## config.mk

```make
export PLATFORM = sky130hd
export DESIGN_NAME = multi_alarm_setting
export DESIGN_NICKNAME = d
export VERILOG_FILES = /design/src/rtl/alarm_pkg.sv /design/src/rtl/bcd_digit_step.sv /design/src/rtl/multi_alarm_setting.sv
export SDC_FILE = /design/constraint.sdc
export NUM_CORES = 1
export LEC_CHECK = 0
export ABC_AREA = 1
export ABC_CLOCK_PERIOD_IN_PS = 6100
export BUFFER_PORTS_ARGS = -buffer_cell sky130_fd_sc_hd__buf_2
export CELL_PAD_IN_SITES_DETAIL_PLACEMENT = 1
export CELL_PAD_IN_SITES_GLOBAL_PLACEMENT = 1
export CORE_UTILIZATION = 41
export DETAILED_ROUTE_END_ITERATION = 10
export PLACE_DENSITY = 0.8
export SYNTH_ARGS = -nofsm -noshare
export SYNTH_HDL_FRONTEND = slang
export SYNTH_SLANG_ARGS = --single-unit
export TNS_END_PERCENT = 20
```

## constraint.sdc

```tcl
create_clock -name clk -period 6.1 [get_ports clk]
set_input_delay 1.525 -clock clk [delete_from_list [all_inputs] [get_ports clk]]
set_output_delay 1.525 -clock clk [all_outputs]
set_load 0.05 [all_outputs]
```

## src/rtl/alarm_pkg.sv

```systemverilog
// Shared types and constants for the multi-slot alarm setter.
// Cursor one-hot positions, digit limits, the BCD time struct and the FSM state type.
package alarm_pkg;

    // One-hot cursor positions, MSB = hour tens.
    localparam logic [5:0] CUR_HT = 6'b100000;
    localparam logic [5:0] CUR_HU = 6'b010000;
    localparam logic [5:0] CUR_MT = 6'b001000;
    localparam logic [5:0] CUR_MU = 6'b000100;
    localparam logic [5:0] CUR_ST = 6'b000010;
    localparam logic [5:0] CUR_SU = 6'b000001;

    // Digit upper limits.
    localparam logic [3:0] MAX_HT    = 4'd2;
    localparam logic [3:0] MAX_HU    = 4'd9;
    localparam logic [3:0] MAX_HU_20 = 4'd3;
    localparam logic [3:0] MAX_TENS  = 4'd5;
    localparam logic [3:0] MAX_UNITS = 4'd9;

    typedef struct packed {
        logic [3:0] ht;
        logic [3:0] hu;
        logic [3:0] mt;
        logic [3:0] mu;
        logic [3:0] st;
        logic [3:0] su;
    } bcd_time_t;

    localparam bcd_time_t TIME_ZERO = '0;

    typedef enum logic [0:0] {
        StIdle,
        StEdit
    } state_t;

    // Largest legal value of the digit under the cursor; hour units depend on hour tens.
    function automatic logic [3:0] digit_max(input logic [5:0] cur, input logic [3:0] ht);
        logic [3:0] m;
        m = MAX_UNITS;
        case (cur)
            CUR_HT:  m = MAX_HT;
            CUR_HU:  m = (ht == MAX_HT) ? MAX_HU_20 : MAX_HU;
            CUR_MT:  m = MAX_TENS;
            CUR_ST:  m = MAX_TENS;
            default: m = MAX_UNITS;
        endcase
        return m;
    endfunction

endpackage

```

## src/rtl/bcd_digit_step.sv

```systemverilog
// Combinational increment/decrement of one BCD digit with wrap at its limit.
// The limit is chosen from the cursor position and, for hour units, the hour tens digit.
module bcd_digit_step
    import alarm_pkg::*;
(
    input  logic [3:0] i_digit,
    input  logic       i_up,
    input  logic [5:0] i_cursor,
    input  logic [3:0] i_hour_tens,
    output logic [3:0] o_digit
);

    logic [3:0] w_max;

    assign w_max = digit_max(i_cursor, i_hour_tens);

    // Wrap past the limit upward to 0, and below 0 to the limit.
    always_comb begin
        o_digit = i_digit;
        if (i_up) begin
            o_digit = (i_digit >= w_max) ? 4'd0 : i_digit + 4'd1;
        end else begin
            o_digit = (i_digit == 4'd0 || i_digit > w_max) ? w_max : i_digit - 4'd1;
        end
    end

endmodule

```

## src/rtl/multi_alarm_setting.sv

```systemverilog
// Multi-slot HH:MM:SS alarm setter with cursor/increase/decrease editing.
// Optional feature macro: ALARM_SECONDS_EN (seconds digits editable; otherwise forced to 0).
module multi_alarm_setting
    import alarm_pkg::*;
#(
    parameter int NUM_ALARMS = 4,
    parameter int SLOT_W     = (NUM_ALARMS > 1) ? $clog2(NUM_ALARMS) : 1
) (
    input  logic                    clk,
    input  logic                    rst,
    input  logic                    switch_set_alarm,
    input  logic                    button_left,
    input  logic                    button_right,
    input  logic                    button_increase,
    input  logic                    button_decrease,
    input  logic                    button_confirm,
    input  logic                    button_cancel,
    input  logic                    button_next_slot,
    output logic [23:0]             alarm_display,
    output logic [5:0]              blinking_pattern,
    output logic [SLOT_W-1:0]       alarm_slot,
    output logic [24*NUM_ALARMS-1:0] alarm_times,
    output logic [NUM_ALARMS-1:0]   alarm_enable,
    output logic                    editing
);

    // Button bit order is also the priority order, bit 0 highest.
    localparam int A_CONFIRM = 0;
    localparam int A_CANCEL  = 1;
    localparam int A_RIGHT   = 2;
    localparam int A_LEFT    = 3;
    localparam int A_INC     = 4;
    localparam int A_DEC     = 5;
    localparam int A_NEXT    = 6;

`ifdef ALARM_SECONDS_EN
    localparam logic [5:0] CUR_LAST = CUR_SU;
`else
    localparam logic [5:0] CUR_LAST = CUR_MU;
`endif

    state_t          r_state, w_state_d;
    bcd_time_t       r_buf, w_buf_d;
    bcd_time_t       r_slots [NUM_ALARMS];
    bcd_time_t       w_slots_d [NUM_ALARMS];
    logic [5:0]      r_cur, w_cur_d;
    logic [SLOT_W-1:0] r_slot, w_slot_d;
    logic [NUM_ALARMS-1:0] r_en, w_en_d;
    logic [6:0]      r_btn_prev;
    logic [6:0]      w_btn, w_rise, w_act;
    logic [23:0]     r_display, w_display_d;
    logic [5:0]      r_blink, w_blink_d;
    logic [3:0]      w_sel_digit, w_step_digit;

    assign w_btn  = {button_next_slot, button_decrease, button_increase, button_left,
                     button_right, button_cancel, button_confirm};
    assign w_rise = w_btn & ~r_btn_prev;

    // Keep only the highest-priority rising edge.
    always_comb begin
        w_act = '0;
        for (int i = 0; i < 7; i++) begin
            if (w_rise[i] && (w_act == '0)) begin
                w_act[i] = 1'b1;
            end
        end
    end

    // Pick the buffer digit under the cursor for the shared stepper.
    always_comb begin
        w_sel_digit = 4'd0;
        unique case (r_cur)
            CUR_HT:  w_sel_digit = r_buf.ht;
            CUR_HU:  w_sel_digit = r_buf.hu;
            CUR_MT:  w_sel_digit = r_buf.mt;
            CUR_MU:  w_sel_digit = r_buf.mu;
            CUR_ST:  w_sel_digit = r_buf.st;
            CUR_SU:  w_sel_digit = r_buf.su;
            default: w_sel_digit = 4'd0;
        endcase
    end

    bcd_digit_step u_step (
        .i_digit     (w_sel_digit),
        .i_up        (w_act[A_INC]),
        .i_cursor    (r_cur),
        .i_hour_tens (r_buf.ht),
        .o_digit     (w_step_digit)
    );

    // Next-state for the FSM, edit buffer, cursor, slot select and stored slots.
    always_comb begin
        w_state_d = r_state;
        w_buf_d   = r_buf;
        w_cur_d   = r_cur;
        w_slot_d  = r_slot;
        w_en_d    = r_en;
        w_slots_d = r_slots;
        unique case (r_state)
            StIdle: begin
                if (switch_set_alarm) begin
                    // Entry load wins over any coincident button edge.
                    w_state_d = StEdit;
                    w_buf_d   = r_slots[r_slot];
                    w_cur_d   = CUR_HT;
                end else if (w_act[A_CANCEL]) begin
                    w_slots_d[r_slot] = TIME_ZERO;
                    w_en_d[r_slot]    = 1'b0;
                end else if (w_act[A_NEXT]) begin
                    w_slot_d = (r_slot == SLOT_W'(NUM_ALARMS - 1)) ? '0 : r_slot + 1'b1;
                end
            end
            StEdit: begin
                if (!switch_set_alarm) begin
                    w_state_d = StIdle;
                end else if (w_act[A_CONFIRM]) begin
                    w_slots_d[r_slot] = r_buf;
                    w_en_d[r_slot]    = 1'b1;
                end else if (w_act[A_CANCEL]) begin
                    w_buf_d = TIME_ZERO;
                end else if (w_act[A_RIGHT]) begin
                    w_cur_d = (r_cur == CUR_LAST) ? CUR_HT : (r_cur >> 1);
                end else if (w_act[A_LEFT]) begin
                    w_cur_d = (r_cur == CUR_HT) ? CUR_LAST : (r_cur << 1);
                end else if (w_act[A_INC] || w_act[A_DEC]) begin
                    unique case (r_cur)
                        CUR_HT:  w_buf_d.ht = w_step_digit;
                        CUR_HU:  w_buf_d.hu = w_step_digit;
                        CUR_MT:  w_buf_d.mt = w_step_digit;
                        CUR_MU:  w_buf_d.mu = w_step_digit;
                        CUR_ST:  w_buf_d.st = w_step_digit;
                        CUR_SU:  w_buf_d.su = w_step_digit;
                        default: w_buf_d    = r_buf;
                    endcase
                    // Reaching 2x with hour units above 3 would be an illegal hour.
                    if (r_cur == CUR_HT && w_buf_d.ht == MAX_HT && w_buf_d.hu > MAX_HU_20) begin
                        w_buf_d.hu = 4'd0;
                    end
                end
            end
            default: w_state_d = StIdle;
        endcase
`ifndef ALARM_SECONDS_EN
        w_buf_d.st = 4'd0;
        w_buf_d.su = 4'd0;
        for (int k = 0; k < NUM_ALARMS; k++) begin
            w_slots_d[k].st = 4'd0;
            w_slots_d[k].su = 4'd0;
        end
`endif
    end

    // Output views computed from next state so they register on the same edge.
    always_comb begin
        w_display_d = w_slots_d[w_slot_d];
        w_blink_d   = 6'b000000;
        if (w_state_d == StEdit) begin
            w_display_d = w_buf_d;
            w_blink_d   = w_cur_d;
        end
    end

    // State and output registers.
    always_ff @(posedge clk or posedge rst) begin
        if (rst) begin
            r_state    <= StIdle;
            r_buf      <= TIME_ZERO;
            r_cur      <= CUR_HT;
            r_slot     <= '0;
            r_en       <= '0;
            r_btn_prev <= '0;
            r_display  <= '0;
            r_blink    <= '0;
            for (int k = 0; k < NUM_ALARMS; k++) begin
                r_slots[k] <= TIME_ZERO;
            end
        end else begin
            r_state    <= w_state_d;
            r_buf      <= w_buf_d;
            r_cur      <= w_cur_d;
            r_slot     <= w_slot_d;
            r_en       <= w_en_d;
            r_btn_prev <= w_btn;
            r_display  <= w_display_d;
            r_blink    <= w_blink_d;
            for (int k = 0; k < NUM_ALARMS; k++) begin
                r_slots[k] <= w_slots_d[k];
            end
        end
    end

    for (genvar g = 0; g < NUM_ALARMS; g++) begin : g_times
        assign alarm_times[24*g +: 24] = r_slots[g];
    end

    assign alarm_display    = r_display;
    assign blinking_pattern = r_blink;
    assign alarm_slot       = r_slot;
    assign alarm_enable     = r_en;
    assign editing          = (r_state == StEdit);

endmodule
```

Word level (Yosys, flattened, before mapping) --
Cells that the tools add are included.
Word-level totals: word-level logic and storage cells 162, input port bits 10, register bits after elaboration 130, output and inout bits 133
Operators by class: $lt $le $gt $ge 8, eq/ne operators 13, reductions and logical operators 20, bitwise logic cells 11, muxes and demuxes 80, add/sub/neg operators 3
Operator list (count):
- $mux 96 | 4
- $mux 24 | 13
- $pmux 96 s2 | 1
- $mux 4 | 29
- $and 96x96->96 | 1
- $bmux 24 s2 | 2
- $bwmux 96 | 1
- $not 96->96 | 1
- $mux 6 | 9
- $demux 24 s2 | 1
- $pmux 24 s2 | 1
- $pmux 4 s4 | 1
- $pmux 4 s3 | 1
- $pmux 6 s2 | 1
- $logic_and 1x1->1 | 10
- $mux 2 | 5
- $mux 1 | 9
- $eq 4x2->1 const B | 2
- $logic_not 4->1 | 2
- $pmux 4 s2 | 1
- $and 7x7->7 | 1
- $not 7->7 | 1
- $eq 6x1->1 const B | 1
- $eq 6x2->1 const B | 1
- 30 further kinds | 36

Longest topological paths before layout --
Gate-level depths: netlist of run 1.
word-level depth 38, gate-level depth with buffers 32, gate-level depth less buffers 32

Hierarchy --
Synthesis of run 1 repeated with hierarchy kept, for this count alone.
Unflattened totals: cell total of the unflattened synthesis 1293, area total of the unflattened synthesis 8366.8 um^2
Modules (own cells, without submodules):
- multi_alarm_setting | area an instance 7922.6 um^2, times used 1, cells each 1209, seq. area each 3054.2 um^2
- bcd_digit_step | area an instance 444.2 um^2, times used 1, cells each 84, seq. area each 0.0 um^2

Worst setup path after synthesis of run 1 --
OpenSTA, ideal clock, no wires.
path type input -> register, start in button_confirm, end reg r_display[16] (netlist: alarm_display[16]), stages 25, path slack 2.497 ns, arrival time 3.486 ns, setup time 0.116 ns, required time 5.984 ns, buffers on the path 0, path through inv_1 nor2_2 clkinv_1 nand2_1 inv_1 nand2_1 inv_1 nor3_1 inv_1 nor2_2 inv_1 nor2_2 nand2_1 nand3_1 nand2_1 nand2_1 nand3_2 nand2_1 nand2_1 nand3_1 nand2_1 nand2_1 nand2_2 nand2_1 nand2_1
RTL lines:
- start, declared | RTL line multi_alarm_setting.sv:16 | input logic button_confirm,
- end signal, assigned | RTL line multi_alarm_setting.sv:184 | r_display <= w_display_d;
- end, declared | RTL line multi_alarm_setting.sv:51 | logic [23:0] r_display, w_display_d;

Worst setup path in the final report of run 1 --
start in button_confirm, end reg r_display[9] (netlist: alarm_display[9])
On the way: longest elaborated chain between the ends 29, elaborated cells on any way between the ends 44, those cells by class mux: 29; bitwise: 3; reduce/logical: 12
Ends and longest elaborated chain:
- $and 7x7->7 * | RTL line multi_alarm_setting.sv:57 | assign w_rise = w_btn & ~r_btn_prev;
- $mux 1 * | RTL line multi_alarm_setting.sv:63 | if (w_rise[i] && (w_act == '0)) begin
- $not 1->1 | RTL line multi_alarm_setting.sv:63
- $logic_and 1x1->1 | RTL line multi_alarm_setting.sv:63
- $mux 1 | RTL line multi_alarm_setting.sv:63
- $logic_not 2->1 | RTL line multi_alarm_setting.sv:63
- $logic_and 1x1->1 | RTL line multi_alarm_setting.sv:63
- $mux 1 | RTL line multi_alarm_setting.sv:63
- (+13 left out)
- $mux 2 | RTL line multi_alarm_setting.sv:106 | end else if (w_act[A_CANCEL]) begin
- $mux 2 | RTL line multi_alarm_setting.sv:101 | if (switch_set_alarm) begin
- $mux 2 | RTL line multi_alarm_setting.sv:99 | unique case (r_state)
- $not 2->3 (implied by the code) | RTL line multi_alarm_setting.sv:155 | w_display_d = w_slots_d[w_slot_d];
- $bmux 24 s2 | RTL line multi_alarm_setting.sv:155
- $mux 24 (implied by the code) (2 in a row) | RTL line multi_alarm_setting.sv:155
- $mux 24 * | RTL line multi_alarm_setting.sv:157 | if (w_state_d == StEdit) begin
- named net w_display_d[9] | RTL line multi_alarm_setting.sv:51
Mark *: on every way through the listed nets, which the timed path passes. The rest lies on a longest branch. The select of a mux whose other input is x is not followed. A chain may end at the register's enable or synchronous reset.

==> results of run 1 <==
## where the power goes
part	switching, µW	leakage (µW)	total [µW]	internal (µW)
clock	393	0.000286	1010	616
sequential	136	0.00162	1040	901
combinational	961	0.00233	1280	316
total	1490	0.00423	3320	1830
## flip-flops by register name, indices dropped and copies added (netlist names), named ones only
| name | flops |
|---|---|
| alarm_display | 16 |
| alarm_slot | 2 |
| alarm_times | 64 |
| blinking_pattern | 6 |
| editing | 1 |
| r_btn_prev | 7 |
| r_buf | 16 |
| r_cur | 6 |
## worst paths after layout
path                                endpoint  slack [ns]            from
setup / recovery            alarm_display[9]        1.44  button_confirm
hold / removal                     flip-flop        0.49       flip-flop
setup reg to reg           alarm_display[20]        1.93   alarm_slot[0]
hold reg to reg                    flip-flop        0.49       flip-flop
max in group asynchronous           r_cur[5]        3.87             rst
min in group asynchronous    alarm_times[56]        1.27             rst
## metal layers
metal | up-vias | wire (µm) | track usage | share of wire
li1 | 3697 | - | - | -
met1 | 4032 | 12800 | 0.398 | 0.44
met2 | 334 | 14000 | 0.504 | 0.47
met3 | 62 | 1850 | 0.0448 | 0.063
met4 | 0 | 798 | 0.125 | 0.027
met5 | - | 0 | 0 | 0
## worst reg2reg max path: stages (launching register included)
cell and delay (ns):
dfrtp_1 0.32, buf_4 0.43, clkinv_1 0.96, ha_1 0.62
nand2_1 0.74, a21oi_1 0.14, a211oi_1 0.37, nor2_1 0.09
o22ai_1 0.22, nor2_1 0.06, a31oi_1 0.15
## kinds of logic (layout without fill, tap and decap cells)
kind of cell / Yosys count / after routing / synth area share
other: 1 / 40 / 0.000474
DFF: 122 / 122 / 0.386
AOI/OAI and AO/OA: 329 / 329 / 0.246
buffers and inverters: 240 / 275 / 0.135
xor gates and xnor gates: 3 / 3 / 0.00332
adders and majority gates: 8 / 8 / 0.0127
and+or+nand+nor: 371 / 371 / 0.216
## layout make-up
cell class                      count  area share
Sequential cell                   122       0.339
Inverter                          125      0.0528
Tap cell                          260      0.0361
Clock inverter                      9     0.00959
Clock buffer                       23      0.0553
Timing Repair Buffer              118      0.0701
Multi-Input combinational cell    751       0.437
## synthesized netlist by cell type (2+ instances only)
cell type / n
xnor2_1: 2
nand3_2: 4
a211oi_1: 64
nand2_1: 161
buf_2: 8
inv_2: 9
o21ai_2: 2
a221oi_1: 6
nor2_1: 69
nor2_4: 4
nand2_4: 3
o2111ai_1: 3
o211ai_1: 12
a21oi_1: 96
or2_2: 2
ha_1: 8
a2bb2oi_1: 2
a32oi_1: 3
o21ai_0: 107
o22ai_1: 20
a31oi_1: 3
nor3_4: 2
o21a_1: 2
nor3_1: 67
buf_1: 6
clkbuf_1: 59
dfrtp_1: 121
nand4_1: 10
nand3_1: 26
buf_4: 42
nand2_2: 12
o21ai_1: 4
inv_1: 110
clkinv_1: 5
nor2_2: 8
## per-stage QoR
step	area [µm²]	hold WS, ns	total power, µW	utilization
global placement	8420	0.464	2280	0.447
detailed placement	8420	0.477	2300	0.447
floorplan	8050	0.521	1970	-
CTS	9000	0.490	3320	0.478
global route	9000	0.497	3470	0.478
finish	9000	0.489	3320	0.478
==> results.md, run 1 <==
* Status: completed
* CTS max path bufs at 2
* Drt pass-1 iters at 5
* Slowest CP cell: inv_1
* Cell variety after synth at 47
* Die height at approximately 140 µm
* Post-detailed-route DRC marker count at 0
* Die area at between 15,000 and 20,000 µm²
* Synth top area cells: dfrtp_1 38%, nand2_1 7.6%, o21ai_0 6.8%, a21oi_1 6.1%, a211oi_1 6.1%
* PortBufs at ~100
* GR Util All Layers at 0.304
* Die Width at approximately 140 µm
* Clk sinks at ~120
* Vias in the first global route at approximately 8,000
* Seq cells post-synth at approximately 120
* Slowest Stage Delay on Critical Path at around 0.57 ns
* Initial antenna violation count at 0
* Post-CTS Hold Buffers at 0
* Most used DFF post-synth: dfrtp_1
* Dpl hpwl at 19,400 µm
* Setup TNS Final at 0 ns
* Buf/Inv on CP at 8
* Total Wirelength at between 20,000 and 30,000 µm
* Area leader, netlist: dfrtp_1
* Register Area at ~3100 µm²
* Cell depth of the worst hold path at 2
* Slew headroom at 0.281
* Clock Skew at a little over 0.009 ns
* Worst EP arrival at 4.97 ns
* Fmax at between 200 and 250 MHz
* Max VDD drop at ~0.23 mV
* Startpoint types: primary input
* I/O pin total at between 100 and 150
* Crit path cell chain: buf_2 > inv_1 > nor2_2 > clkinv_1 > nand2_1 > inv_1 > nand2_1 > inv_1 > nor3_1 > inv_1 > nor3_1 > o21ai_0 > nand2_1 > buf_4 > inv_1 > o21ai_0 > o22ai_1 > nand2_1 > nand2_1
* Clock Latency Late Sink at 0.42 ns
* Yosys warns at 0
* Final Non-Filler Cells at between 1,000 and 1,500
* CP Max Fanout at 33
* Net count, final at 1,153
* Total grt overflow at 0
* Max-Cap Viols at 0
* # setup viols final at 0
* Instance count of the mapped netlist at roughly 1,100
* Minimum clock period at 4.66 ns
* Htree depth at 4
* CP Capture Type: flip-flop
* Final worst slack at 1.44 ns
* Vias per inst at approximately 5.8
* DRT iter0 DRCs at ~550
* Commonest non-fill, non-tap cell in the layout: nand2_1
* Area grow syn2layout at 13.8%
* Initial Util at 0.420
* CTS tree: built
* Routed via count at 8,125
* Fraction of layout cells with a size suffix above 1 at 0.176
* Final Hold Vio Count at 0
* Mapped Area at between 7000 and 8000 µm²
* Leakage at between 0.004 and 0.005 µW
* Root Buffer: clkbuf_16
* Post-synth EDFFs at 0
* Pre-CTS setup slack at about 1.1 ns
* Footprint of the multi-input gates at about 3900 µm²
* Yosys top cell area share at 0.383
* Placed insts at around 1,400
* Core box area at 18,800 µm²
* Asr flop ratio synth at 1.00
* Post-CTS Setup Inserts at 0
* RSZ-0062 raised after global routing: no
* Fillers at about 2,400
* Routed len/inst at 20.9 µm
* Most frequent cells in the layout: 161 x nand2_1, 120 x dfrtp_1, 109 x inv_1, 107 x o21ai_0, 102 x buf_2
* Clock Pin Slew Worst Setup and Hold Paths at ~0.060 ns
* CTS buffer count at 17
* Worst EP required at around 6.4 ns
* Diodes inserted at 0
* Reg2Reg Depth at 10
* Post-cts resize count at 0
* Actual slew at the worst max-slew pin at about 1.1 ns
* Crit Path Class: primary input to flip-flop
* Final GP Congestion at 0.875
* Worst hold-check path type: flip-flop to flip-flop
* Num rows at 50
* Largest net degree at the start of global routing at between 70 and 80
* Post-synthesis sequential area ratio at 0.386
* Crit path depth at 19
* Final worst path period share at 0.764
* Avg Cell Area, Syn at ~7.4 µm²
* Fin. max-slew vios at 0
* Cell family with most CP delay: buffers and inverters
* Power per cell area at between 300 and 400 nW/µm²
* ANT nets after route at 0
* Global-route wire length before repair at roughly 46,000 µm
Power figures use the tool's default switching activity.
==> run 2, diff against run 1 <==
ABC_CLOCK_PERIOD_IN_PS = 4300   (was 6100)
clock period = 4.3 ns   (was 6.1 ns; I/O delays follow)
==> run 2 against run 1 <==
Compared with the run above:
- clock skew is 0.0012 ns higher
- first-iteration DRC count is 17% higher
- sequential power is 39% higher
- critical endpoint unchanged
- clock power is 61% higher
- combinational power is 46% higher
- via count is 0.55% higher
==> results.md, run 2 (same netlist as run 1, synthesis figures left out) <==
* CTS tree: built
* Post-CTS Hold Buffers at 0 (unchanged)
* Vias per inst at 5.77 (about the same)
* Clk pwr share at 0.329 (+0.025)
* # setup viols final at 0 (unchanged)
* Minimum clock period at 3.87 ns
* Final worst path period share at 0.900
* Routed len/inst at 20.5 µm (-1.8%)
* I/O pin total at 143 (unchanged)
* Core box area at 18,800 µm² (unchanged)
* Status: completed
* Die area at 19,800 µm² (unchanged)
* Initial Util at 0.420 (unchanged)
* Vias in the first global route at 8,037 (-1.6%)
* Htree depth at 4 (unchanged)
* Die height at 141 µm (unchanged)
* Total Wirelength at 29,000 µm (-1.2%)
* ANT nets after route at 0 (unchanged)
* Cell family with most CP delay: simple AND/OR/NAND/NOR gates
* Worst EP arrival at 4.23 ns (-0.74 ns)
* Clk sinks at 122 (unchanged)
* Final GP Congestion at 0.865 (-1.1%)
* Crit path from: r_cur[1]
* Register share of total power at 0.294 (-0.018)
* Post-cts resize count at 0 (unchanged)
* M1 GR Usage at 0.408 (+0.00970)
* Fin. max-slew vios at 0 (unchanged)
* Global-route track usage on met2 at 0.479 (-0.0246)
* Root Buffer: clkbuf_16
* Power per cell area at 540 nW/µm² (+46%)
* Max FFs per register at 64 (unchanged)
* PortBufs at 102 (unchanged)
* Actual slew at the worst max-slew pin at 0.951 ns (-0.126 ns)
* Total grt overflow at 0 (unchanged)
* Minimum hold slack at 0.488 ns (-0.00157 ns)
* Post-CTS Setup Inserts at 0 (unchanged)
* Die Width at 141 µm (unchanged)
* Fraction of layout cells with a size suffix above 1 at 0.183 (+0.00657)
* RSZ-0062 raised after global routing: no
* Startpoint types: flip-flop
* RR Startpoint: r_cur[1]
* DRT iter0 DRCs at 646 (+17%)
* Final worst slack at 0.432 ns (-1.01 ns)
* Clock Skew at 0.0106 ns (+0.00122 ns)
* Switch share at 0.434 (-0.0145)
* Diodes inserted at 0 (unchanged)
* Fmax at roughly 260 MHz
* Sw Pwr at 2150 µW (+44%)
* Net count, final at 1,162 (+0.78%)
* Max VDD drop at 0.296 mV (+31%)
* Slowest Stage Delay on Critical Path at 0.45 ns (-0.12 ns)
* Setup TNS Final at 0 ns (unchanged)
* Global-route wire length before repair at 46,000 µm (-0.43%)
* Slew headroom at 0.366 (+0.0848)
* Commonest non-fill, non-tap cell in the layout: nand2_1
* Worst EP required at 4.66 ns (-1.75 ns)
* Crit path top cell by count: nand2_1
* Fillers at 2,379 (-2.1%)
* Met3 Resource Use GR at 0.0588 (+0.0139)
* Clock Pin Slew Worst Setup and Hold Paths at 0.06 ns (about the same)
* Largest net degree at the start of global routing at 123 (+56%)
* Crit Path Class: flip-flop to flip-flop
* Post-detailed-route DRC marker count at 0 (unchanged)
* CP Capture Type: flip-flop
* Comb pwr share at 0.377 (-0.007)
* Slowest CP cell: nor2_2
* Layer with the highest usage: met2
* Buf/Inv on CP at 3 (-5)
* CP Max Fanout at 11 (-67%)
* Dpl hpwl at 19,100 µm (-1.4%)
* CTS buffer count at 17 (unchanged)
* Final Hold Vio Count at 0 (unchanged)
* Internal power at 2800 µW (+53%)
* Area grow syn2layout at 15.9%
* CTS max path bufs at 2 (unchanged)
* Max-Cap Viols at 0 (unchanged)
* GR Util All Layers at 0.302 (-0.00232)
* Pre-CTS setup slack at 0.283 ns (-0.818 ns)
* Worst hold-check path type: flip-flop to flip-flop
* Drt pass-1 iters at 5 (unchanged)
* Initial antenna violation count at 0 (unchanged)
* Leakage at 0.00430 µW (+1.8%)
* Clock Latency Late Sink at 0.43 ns (about the same)
* Routed via count at 8,170 (+0.55%)
* Most frequent cells in the layout: 161 x nand2_1, 120 x dfrtp_1, 109 x inv_1, 107 x o21ai_0, 102 x buf_2
* Num rows at 50 (unchanged)
## run 2: cell types whose count changed in the layout (fill, tap and decap cells not counted), sizes merged
cell      before  now
buf          118  127
clkbuf        23   18
bufinv         1    5
clkinv         9    8
clkinvlp       2    3
## run 2: cell type report
| cell class | count | area (µm²) | share of cell area |
|---|---|---|---|
| multi-input combinational | 751 | 3930 | 0.429 |
| tap | 260 | 325 | 0.0355 |
| timing repair buffer | 127 | 723 | 0.0789 |
| inverter | 125 | 475 | 0.0519 |
| clock inverter | 13 | 216 | 0.0236 |
| clock buffer | 18 | 439 | 0.0479 |
| sequential | 122 | 3060 | 0.333 |
## run 2: final timing paths
path	slack, ns	endpoint	depth (start not counted)
hold / removal	0.49	flip-flop	2
max in group asynchronous	2.90	blinking_pattern[5]	3
min in group asynchronous	0.81	alarm_times[33]	3
setup / recovery	0.43	alarm_display[9]	25
hold reg to reg	0.49	flip-flop	2
setup reg to reg	0.43	alarm_display[9]	25
## run 2: metrics by stage
| stage | instances | power, µW | instance area [µm²] | utilization |
|---|---|---|---|---|
| final | 1416 | 4950 | 9160 | 0.487 |
| after global routing | 1416 | 5170 | 9160 | 0.487 |
| after CTS | 1416 | 4950 | 9160 | 0.487 |
| after detailed placement | 1385 | 3300 | 8510 | 0.452 |
| after global placement | 1385 | 3270 | 8510 | 0.452 |
| after floorplan | 1113 | 2800 | 8060 | - |
## run 2: per-layer routing
metal  wire length (µm)  vias up
met2              13600      366
met5                  0        -
met1              12500     4042
met4                750        0
met3               2190       48
li1                   -     3714
## run 2: power groups by stage
| stage | Combinational, µW | Sequential [µW] | Clock [µW] |
|---|---|---|---|
| 3_3_place_gp | 1800 | 1470 | 0 |
| 6_report | 1870 | 1450 | 1630 |
| 5_1_grt | 2020 | 1470 | 1680 |
| 3_5_place_dp | 1830 | 1470 | 0 |
| 2_1_floorplan | 1070 | 1720 | 0 |
| 4_1_cts | 1850 | 1450 | 1650 |
## run 2: worst min-delay path: stages (launching register included)
cell     delay (ns)
dfrtp_1        0.34
nand2_1        0.05
o21ai_0        0.06
==> run 3, diff against run 2 <==
ABC_CLOCK_PERIOD_IN_PS = not set   (was 4300)
CORE_UTILIZATION = 42   (was 41)
CTS_BUF_LIST = sky130_fd_sc_hd__clkbuf_8   (was not set)
PLACE_DENSITY = 0.82   (was 0.8)
RECOVER_POWER = 25   (was not set)
==> run 3 against run 2 <==
Compared with the run above:
- the flow now finishes with violations (design-rule violations, max-capacitance violations, max-slew violations)
- wire length shrank 0.24%
- global-route usage is 0.23 points higher
- register-to-register slack about the same
- sequential power about the same
- combinational power hardly changed
- cell count is 2.1% lower
- clock power decreased by 39%
- total power shrank 13%
==> results.md, run 3 (same netlist as run 1, synthesis figures left out) <==
* Register share of total power at 0.337 (+0.043)
* # setup viols final at 0 (unchanged)
* Register Area at 3060 µm² (unchanged)
* Initial Util at 0.434 (+0.0143)
* Clock Pin Slew Worst Setup and Hold Paths at 0.07 ns (about the same)
* Post-DP Area at 8480 µm² (-0.31%)
* Max-Cap Viols at 1 (+1)
* Num rows at 49 (-2.0%)
* Vias per inst at 5.92 (+2.5%)
* Area grow syn2layout at 11.7%
* Fin. max-slew vios at 83 (+83)
* Failing checks: design-rule violations, max-capacitance violations, max-slew violations
* Fillers at 2,324 (-2.3%)
* Post-detailed-route DRC marker count at 10 (+10)
* RSZ-0062 raised after global routing: no
* Htree depth at 4 (unchanged)
* Post-CTS Hold Buffers at 0 (unchanged)
* Comb pwr share at 0.431 (+0.054)
* Actual slew at the worst max-slew pin at 2.17 ns (+1.22 ns)
* Initial antenna violation count at 0 (unchanged)
* Internal power at 2220 µW (-21%)
* Vias in the first global route at 8,072 (+0.44%)
* Footprint of the multi-input gates at 3930 µm² (unchanged)
* Sw Pwr at 2100 µW (-2.3%)
* Crit Path Class: flip-flop to flip-flop
* Power per cell area at 490 nW/µm² (-9.4%)
* Core Util, Final at 0.485 (-0.00173)
* Final Hold Vio Count at 0 (unchanged)
* Final Instance Area at 8830 µm² (-3.6%)
* Clk sinks at 122 (unchanged)
* Dpl hpwl at 19,600 µm (+2.4%)
* Clock Latency Late Sink at 0.47 ns (+0.04 ns)
* Net count, final at 1,162 (unchanged)
* Worst EP arrival at 4.26 ns (+0.03 ns)
* Post-CTS Setup Inserts at 0 (unchanged)
* Die height at 139 µm (-1.2%)
* Reg2Reg Depth at 25 (unchanged)
* CP Max Fanout at 11 (unchanged)
* Clk pwr share at 0.232 (-0.097)
* Drt pass-1 iters at 8 (+3)
* Total Wirelength at 29,000 µm (-0.24%)
* DRT iter0 DRCs at 541 (-16%)
* Switch share at 0.485 (+0.0514)
* Status: complete, but fails checks
* Root Buffer: clkbuf_8
* CP Capture Type: flip-flop
* I/O pin total at 143 (unchanged)
* Die Width at 139 µm (-1.2%)
* Slew headroom at -0.445 (-0.812)
* GR Util All Layers at 0.304 (+0.00228)
* Diodes inserted at 0 (unchanged)
* Die area at 19,400 µm² (-2.3%)
* Largest net degree at the start of global routing at 86 (-30%)
* CTS tree: built
* Final Non-Filler Cells at 1,386 (-2.1%)
* Final worst path period share at 0.900 (about the same)
* CTS max path bufs at 2 (unchanged)
* Routed via count at 8,200 (+0.37%)
* Commonest non-fill, non-tap cell in the layout: nand2_1
* Fmax at 258 MHz (about the same)
* CTS buffer count at 17 (unchanged)
* Final GP Congestion at 0.901 (+4.1%)
* Max FFs per register at 64 (unchanged)
* Worst hold-check path type: flip-flop to flip-flop
* Startpoint types: flip-flop
* Placed insts at 1,354 (-2.2%)
* Routed len/inst at 20.9 µm (+1.9%)
* Core box area at 18,200 µm² (-3.3%)
* Minimum clock period at 3.87 ns (+0.000880 ns)
* Total grt overflow at 0 (unchanged)
* PortBufs at 102 (unchanged)
* Worst EP required at 4.69 ns (+0.03 ns)
* Fraction of layout cells with a size suffix above 1 at 0.180 (-0.00275)
* Clock Skew at 0.0192 ns (+0.00861 ns)
* Global-route wire length before repair at 45,300 µm (-1.5%)
* Setup TNS Final at 0 ns (unchanged)
* Leakage at 0.00417 µW (-3.0%)
* Post-cts resize count at 0 (unchanged)
* Max VDD drop at 0.279 mV (-5.6%)
* Most frequent cells in the layout: 161 x nand2_1, 120 x dfrtp_1, 110 x inv_1, 107 x o21ai_0, 99 x buf_2
* ANT nets after route at 0 (unchanged)
* Cell depth of the worst hold path at 2 (unchanged)
run 3: cell types whose count changed in the layout (fill, tap and decap cells not counted), moves of 2 or more:
cell       change
clkbuf_1       +3
clkbuf_8      +17
inv_6          +2
buf_2          -3
bufinv_16      -4
clkbuf_16     -17
clkinv_2       +3
run 3: power groups by stage:
stage	sequential [µW]	clock, µW	combinational (µW)
floorplan	1720	0	1070
global placement	1470	0	1800
detailed placement	1470	0	1830
CTS	1450	1010	1850
global route	1470	1060	2010
finish	1460	1000	1860
run 3: routing by layer:
layer,global-route usage,wire (µm),share of wire,vias to the layer above
li1,-,-,-,3721
met1,0.412,12900,0.44,4060
met2,0.490,13500,0.47,352
met3,0.0427,1800,0.062,67
met4,0.123,795,0.027,0
met5,0,0,0,-
run 3: critical path: stages (launching register included):
cell	delay, ns
dfrtp_1	0.43
nor2_2	0.43
nand2_4	0.12
nor3_4	0.30
inv_2	0.11
nor2_1	0.10
nor2_1	0.05
nand2_2	0.13
inv_1	0.12
ha_1	0.29
nand2_1	0.05
a21oi_1	0.15
nand2_2	0.12
nand2_4	0.13
nand2_4	0.08
nand2_1	0.06
nand2_1	0.06
nand2_1	0.06
nand2_1	0.14
inv_1	0.12
nor2_1	0.05
o21ai_0	0.27
nand2_1	0.10
o21ai_0	0.16
nand2_1	0.09
nand2_1	0.09
run 3: path summary, 6_finish.rpt:
check	start	to	slack, ns
worst max-delay path	r_cur[1]	alarm_display[9]	0.43
worst min-delay path	flip-flop	flip-flop	0.49
worst max register to register	r_cur[1]	alarm_display[9]	0.43
worst min register to register	flip-flop	flip-flop	0.49
max in group asynchronous	rst	editing	1.45
min in group asynchronous	rst	alarm_times[57]	0.79
run 3: cell type report:
type / count / share of cell area
timing repair buffer: 127 / 0.0812
multi-input combinational: 751 / 0.445
inverter: 125 / 0.0536
clock inverter: 14 / 0.0137
tap: 229 / 0.0325
clock buffer: 18 / 0.0281
sequential: 122 / 0.346
run 3: through the flow:
| stage | hold slack [ns] | total power [µW] | setup WS, ns |
|---|---|---|---|
| after floorplan | 0.521 | 2800 | 1.15 |
| after global placement | 0.464 | 3270 | 0.481 |
| after detailed placement | 0.473 | 3300 | 0.226 |
| after CTS | 0.492 | 4310 | 0.508 |
| after global routing | 0.532 | 4540 | 0.121 |
| final | 0.485 | 4320 | 0.431 |
